**config.mk**
```make
export PLATFORM = sky130hd
export DESIGN_NAME = montgomery_mult_iter
export DESIGN_NICKNAME = d
export VERILOG_FILES = /design/src/rtl/montgomery_mult_iter.sv
export SDC_FILE = /design/constraint.sdc
export NUM_CORES = 1
export LEC_CHECK = 0
export BUFFER_PORTS_ARGS = -buffer_cell sky130_fd_sc_hd__buf_2
export CORE_MARGIN = 2
export CORE_UTILIZATION = 35
export CTS_BUF_LIST = sky130_fd_sc_hd__clkbuf_8
export DETAILED_ROUTE_END_ITERATION = 12
export PLACE_DENSITY = 0.49
export SYNTH_ARGS = -nofsm -noshare
export SYNTH_HDL_FRONTEND = slang
export SYNTH_SLANG_ARGS = --single-unit
```
**constraint.sdc**
```tcl
create_clock -name clk -period 12.2 [get_ports clk]
set_input_delay 2.44 -clock clk [delete_from_list [all_inputs] [get_ports clk]]
set_output_delay 2.44 -clock clk [all_outputs]
set_load 0.01 [all_outputs]
```
**src/rtl/montgomery_mult_iter.sv**
```systemverilog
// rtl/montgomery_mult_iter.sv - bit-serial radix-2 Montgomery multiplier, x*y*2^-W mod m
module montgomery_mult_iter #(
  parameter int WORD_WIDTH = 32
) (
  input  logic                  clk,
  input  logic                  reset,
  input  logic                  start,
  input  logic [WORD_WIDTH-1:0] m,
  input  logic [WORD_WIDTH-1:0] x,
  input  logic [WORD_WIDTH-1:0] y,
  output logic                  busy,
  output logic                  done,
  output logic                  error,
  output logic [WORD_WIDTH-1:0] mult_result
);

  localparam int AW = WORD_WIDTH + 2;
  localparam int CW = $clog2(WORD_WIDTH);
  localparam logic [CW-1:0] LAST = CW'(WORD_WIDTH - 1);

  typedef enum logic [1:0] {IDLE, ITER, REDUCE} state_t;

  state_t                state;
  logic [WORD_WIDTH-1:0] xr;
  logic [WORD_WIDTH-1:0] yr;
  logic [WORD_WIDTH-1:0] mr;
  logic [AW-1:0]         acc;
  logic [CW-1:0]         cnt;

  logic [AW-1:0]         sum;
  logic [AW-1:0]         sum_odd;
  logic [AW-1:0]         acc_step;
  logic [WORD_WIDTH-1:0] diff;
  logic                  operands_ok;

  // acc < 2m and y < m keep acc + y + m below 4m, so WORD_WIDTH+2 bits never overflow
  always_comb begin
    sum      = acc + (xr[0] ? {2'b00, yr} : '0);
    sum_odd  = sum[0] ? (sum + {2'b00, mr}) : sum;
    acc_step = sum_odd >> 1;
    diff     = acc[WORD_WIDTH-1:0] - mr;
  end

  assign operands_ok = m[0] && (x < m) && (y < m);

  always_ff @(posedge clk) begin
    if (!reset) begin
      state       <= IDLE;
      xr          <= '0;
      yr          <= '0;
      mr          <= '0;
      acc         <= '0;
      cnt         <= '0;
      busy        <= 1'b0;
      done        <= 1'b0;
      error       <= 1'b0;
      mult_result <= '0;
    end else begin
      done <= 1'b0;
      case (state)
        IDLE: begin
          if (start) begin
            xr          <= x;
            yr          <= y;
            mr          <= m;
            mult_result <= '0;
            if (operands_ok) begin
              acc   <= '0;
              cnt   <= '0;
              busy  <= 1'b1;
              error <= 1'b0;
              state <= ITER;
            end else begin
              done  <= 1'b1;
              error <= 1'b1;
            end
          end
        end
        ITER: begin
          // x is consumed LSB first by shifting the registered copy
          acc <= acc_step;
          xr  <= xr >> 1;
          cnt <= cnt + 1'b1;
          if (cnt == LAST) begin
            state <= REDUCE;
          end
        end
        REDUCE: begin
          // diff is exact modulo 2^W because A - m < m whenever A >= m
          mult_result <= (acc >= {2'b00, mr}) ? diff : acc[WORD_WIDTH-1:0];
          done        <= 1'b1;
          busy        <= 1'b0;
          state       <= IDLE;
        end
        default: state <= IDLE;
      endcase
    end
  end

endmodule

```
Word level (Yosys, flattened, before mapping)
Index checks and enable logic that the tools add are counted.
{ "totals": {"register_bits": 172, "output_inout_bits": 35, "wordCells": 57, "input_bits": 99} }
{ "classes": {"reduce_logical": 11, "n_lt_le_gt_ge": 3, "n_eq_ne": 6, "muxes": 23, "n_addsub": 4} }
{ "ops": {"columns": ["cell", "count"], "rows": [
  ["two-way mux 32 bit", 4],
  ["case mux 32 bit (2 select lines)", 2],
  ["two-way mux 34 bit", 3],
  ["adder 34 x 32 -> 34 bit", 2],
  ["case mux 34 bit (2 select lines)", 1],
  ["< comparator 32 bit", 2],
  ["greater-or-equal comparator 34 x 32 -> 1 bit", 1],
  ["subtractor 32 bit", 1],
  ["two-way mux 5 bit", 2],
  ["case mux 5 bit (2 select lines)", 1],
  ["AND reduction 3 bit", 3],
  ["two-way mux 2 bit", 3],
  ["inequality test 2 bit (second input constant)", 3],
  ["AND reduction 2 bit", 3],
  ["adder 5 x 1 -> 5 bit (second input constant)", 1],
  ["== test 5 bit (second input constant)", 1],
  ["two-way mux 1 bit", 4],
  ["case mux 1 bit (2 select lines)", 2],
  ["case mux 2 bit (2 select lines)", 1],
  ["nonzero test 2 bit", 2],
  ["== test 2 x 1 -> 1 bit (second input constant)", 1],
  ["== test 2 bit (second input constant)", 1],
  ["logical AND 1 bit", 2],
  ["logical NOT 2 bit", 1]
]} }

Logic depth before layout (Yosys ltp)
{ "logic_depth": {"depth_word": 6, "depth_mapped": 23, "depth_no_buf": 23} }

Worst setup path after synthesis
No wires, ideal clock.
{ "synth_path": {"kind": "input to register", "start": "input m[21]", "end": "register acc[29]", "setup_slack_ns": 7.210, "n_path_buf": 1, "setup_time_ns": 0.122, "t_arrival_ns": 4.868, "cell_stages": 12, "path_cell_list": "inv_1 > ha_1 > a21o_1 > a21o_1 > a21o_1 > a221o_1 > a22oi_2 > nand4_2 > a2111oi_4 > nor3_2 > buf_6 > a221o_1"} }
{ "synth_via": {"elab_chain_len": 5, "elab_cells_between_ends": 6, "classes_between": "order compare (2); eq/ne (1); reduce/logical (3)"} }
{ "synth_rtl": {"columns": ["element", "line_no", "source"], "rows": [
  ["start, declared", "8", "input logic [WORD_WIDTH-1:0] m,"],
  ["< comparator 32 bit", "44", "assign operands_ok = m[0] && (x < m) && (y < m);"],
  ["logical AND 1 bit", "44", null],
  ["logical AND 1 bit *", "44", null],
  ["inequality test 2 bit (no line) *", null, null],
  ["AND reduction 3 bit (no line) *", null, null],
  ["end signal, assigned", "81", "acc <= acc_step;"],
  ["end, declared", "27", "logic [AW-1:0] acc;"]
]} }
Every way passes the cells marked *; elsewhere a longest branch is shown, timed or not.
A chain may end at the register's enable or synchronous reset.

Final worst setup path
{ "layout_path": {"start": "register xr[0]", "end": "register acc[29]"} }
{ "layout_via": {"elab_chain_len": 5} }
{ "layout_rtl": {"columns": ["element", "line_no", "source"], "rows": [
  ["start, declared", "24", "logic [WORD_WIDTH-1:0] xr;"],
  ["start signal, assigned", "82", "xr <= xr >> 1;"],
  ["two-way mux 32 bit *", "38", "sum = acc + (xr[0] ? {2'b00, yr} : '0);"],
  ["adder 34 x 32 -> 34 bit *", "38", null],
  ["adder 34 x 32 -> 34 bit", "39", "sum_odd = sum[0] ? (sum + {2'b00, mr}) : sum;"],
  ["two-way mux 34 bit *", "39", null],
  ["case mux 34 bit (2 select lines) *", "60", "case (state)"]
]} }
Marks and branches as above.

==> flow_metrics.env <==
export IMPL_synth_edf_count=0
export IMPL_cts_resized_gates=0
export IMPL_hold_class="register to register"
export IMPL_crit_family="compound AO/OA/AOI/OAI gates"
export IMPL_gp_congestion=0.962
export IMPL_design_power_total_w=0.00130
export IMPL_worstSkewPairLatency_ns=0.49
export IMPL_hold_viol=0
export IMPL_clk_path_buf_depth=2
export IMPL_worstPathRequired_ns=12.58
export IMPL_vias=12051
export IMPL_post_drt_wl_per_cell_um=17.8
export IMPL_cp_data_arrival_time_ns=6.32
export IMPL_yosys_warnings=0
export IMPL_r2r_cells=23
export IMPL_synthesis_nets=1931
export IMPL_n_fill_cell=3915
export IMPL_multi_input_area_sq_mm=0.00901
export IMPL_status="finished, final reports clean"
export IMPL_cts_hold_buffers=0
export IMPL_grt_pass1_vias=11639
export IMPL_cts_setup_buffers=0
export IMPL_tightest_slew_ns=1.13
export IMPL_hold_slack_ns=0.456
export IMPL_peakVddDrop_uv=97.9
export IMPL_skew_ns=0.0116
export IMPL_hold_start="yr[30]"
export IMPL_yosys_top_cells_area="dfxtp_1, ha_1, a21oi_1"
export IMPL_port_buffers=133
export IMPL_postSynthAreaPerCell_sq_um=7.79
export IMPL_worstReg2RegStart="xr[0]"
export IMPL_die_y_um=197
export IMPL_drtIter0Drc=698
export IMPL_synth_top_area_cell="dfxtp_1"
export IMPL_cts_tree="yes"
export IMPL_grt_setup_unrepaired="false"
export IMPL_cp_max_fo=33
export IMPL_ys_types=80
export IMPL_synth_most_common_cell="nand2_1"
export IMPL_max_slew_margin_pct=24.1
export IMPL_power_leakage_nw=6.61
export IMPL_fp_coreArea_sq_mm=0.0366
export IMPL_synth_seq_cells=171
export IMPL_holdPathStages=2
export IMPL_num_rows=70
export IMPL_setup_ws_ns=6.27
export IMPL_drt_total_wl_um=39900
export IMPL_diodes=0
export IMPL_hold_path_end="yr[30]"
export IMPL_area_growth_pct=11.2
export IMPL_ff_latch_area_sq_mm=0.00342
export IMPL_drv_slew=0
export IMPL_tns_ns=0
export IMPL_dp_slack_ns=6.23
export IMPL_initial_core_util_pct=35.5
export IMPL_critPathKind="register to register"
export IMPL_yosys_most_used_dff="dfxtp_1"
export IMPL_ant_nets=0
export IMPL_path_buf_inv=1
export IMPL_clockRootBuffer="clkbuf_8"
export IMPL_startpoint_type="register"
export IMPL_async_flop_share_pct=0
export IMPL_yosys_top_cells_count="nand2_1, a21oi_1, dfxtp_1"
export IMPL_crit_path_end_kind="register"
export IMPL_path_common_cell="a31oi_1"
export IMPL_dieArea_sq_mm=0.0387
export IMPL_grt_pass1_wl_um=64000
export IMPL_period_needed_ns=5.93
export IMPL_post_route_util_pct=39.5
export IMPL_fin_crit_sh_pct=48.6
export IMPL_firstDrtPassIters=5
export IMPL_grt_use_total_pct=20.8
export IMPL_htree_levels=4
export IMPL_cts_buffers=17
export IMPL_grt_antenna_before_repair=1
export IMPL_syn_inst=1670
export IMPL_p_per_area_mw_per_mm2=89.8
export IMPL_max_stage_delay_ns=0.85
export IMPL_hpwlAfterDp_um=31900
export IMPL_drt_vias_per_instance=5.38
export IMPL_clk_pin_slew_ns=0.10
export IMPL_path_cells="and2_1 -> ha_1 -> inv_1 -> fa_1 -> nor2b_4 -> o31ai_4 -> a2111oi_2 -> o31a_1 -> o21a_1 -> o21a_1 -> nor2_1 -> xnor2_1 -> ha_1 -> nand3_1 -> or4_1 -> a31oi_1 -> o21ai_2 -> o21bai_2 -> o31ai_4 -> a31oi_1 -> or4_1 -> a31oi_1 -> a221o_1"
export IMPL_setup_viol=0
export IMPL_syn_area_sq_mm=0.0130
export IMPL_r2r_slack_ns=6.27
export IMPL_boundaryPins=134
export IMPL_drv_cap=0
export IMPL_synth_top_area_share_pct=26.3
export IMPL_layout_drive_gt1_share_pct=12.2
export IMPL_worstReg2RegEnd="acc[29]"
export IMPL_max_freq_mhz=169
export IMPL_crit_path_top_delay_cell="dfxtp_1"
export IMPL_finalNetCount=2022
export IMPL_grt_ovfl_total=0
export IMPL_seq_area_frac_synth_pct=26.3
export IMPL_cts_sinks=171
export IMPL_die_width_um=197
export IMPL_drcViolationCount=0
export IMPL_grt_max_degree=54
cell type report:
| type | instances | area share, % |
|---|---|---|
| Multi-Input combinational cell | 1341 | 62.3 |
| Sequential cell | 171 | 23.7 |
| Inverter | 86 | 2.23 |
| Timing Repair Buffer | 144 | 5.17 |
| Clock buffer | 17 | 1.62 |
| Clock inverter | 13 | 1.00 |
| Tap cell | 468 | 4.05 |
report_power, final:
group          leakage [nW]  switching (W)  total (W)  internal (W)
clock                 0.179       0.000231   0.000412      0.000181
sequential             1.40      0.0000231   0.000606      0.000583
combinational          5.04       0.000167   0.000281      0.000113
registers in the layout, summed over array words and instances (netlist names):
register,count
busy,1
yr,32
state,2
cnt,5
xr,32
error,1
done,1
mult_result,32
acc,33
mr,32
how the worst max path moves through the flow:
stage | start | end | slack (ns) | cells past startpoint
floorplan | m[21] | acc[29] | 7.21 | 12
global placement | xr[0] | acc[29] | 6.35 | 23
detailed placement | xr[0] | acc[29] | 6.23 | 23
CTS | xr[0] | acc[29] | 6.20 | 23
global route | xr[0] | acc[29] | 5.74 | 23
finish | xr[0] | acc[29] | 6.27 | 23
tightest hold or removal path, delay by kind of cell, from the launching register on:
kind / cells / cell delay [ns]
flops: 1 / 0.32
simple gates: 1 / 0.05
compound gates: 1 / 0.05
cells by family (layout without fill, tap and decap cells):
logic type               count (synthesis)  after routing  share of synthesized area [%]
adder cells (fa/ha/maj)                162            162                           15.8
buffers and inverters                  158            260                           4.68
AO/OA/AOI/OAI                          562            562                           26.8
flip-flops                             171            171                           26.3
multiplexers                            36             36                           2.90
AND/OR/NAND/NOR                        499            499                           18.0
XOR/XNOR                                82             82                           5.52
per-stage QoR:
stage	instance area [sq um]	cells
after CTS	14500	2240
after detailed placement	14100	2210
final	14500	2240
after global placement	14100	2210
after floorplan	13000	1670
after global routing	14500	2240
metal layers:
metal	vias up	share of wire [%]	global-route usage, %
met5	-	0.028	0
met4	2	1.2	4.73
met3	30	3.9	2.72
met2	266	42	31.5
met1	5552	53	31.2
li1	6201	-	-
layout by cell type (no fill, tap or decap), types with 5 or more instances in the layout:
master and n:
dfxtp_1 171, and2_1 38, inv_1 84, buf_2 133, xor2_1 34, o21bai_1 9
o21ai_0 98, o21ai_1 17, clkinvlp_4 5, xnor2_1 48, nand2_1 241, mux2i_1 22
a31oi_1 19, o21a_1 13, ha_1 159, nand4_1 17, o211ai_1 11, nor3_1 19
a21oi_1 214, mux2_2 14, a21o_1 64, nand3_1 45, a22o_1 6, nor3b_1 6
nor2b_1 15, o22ai_1 34, nand2b_1 15, and3_1 13, a211oi_1 11, clkbuf_8 17
a221o_1 10, nor2_1 59, a211o_1 5, buf_4 11
No activity file was read; power rests on OpenSTA's default activity.
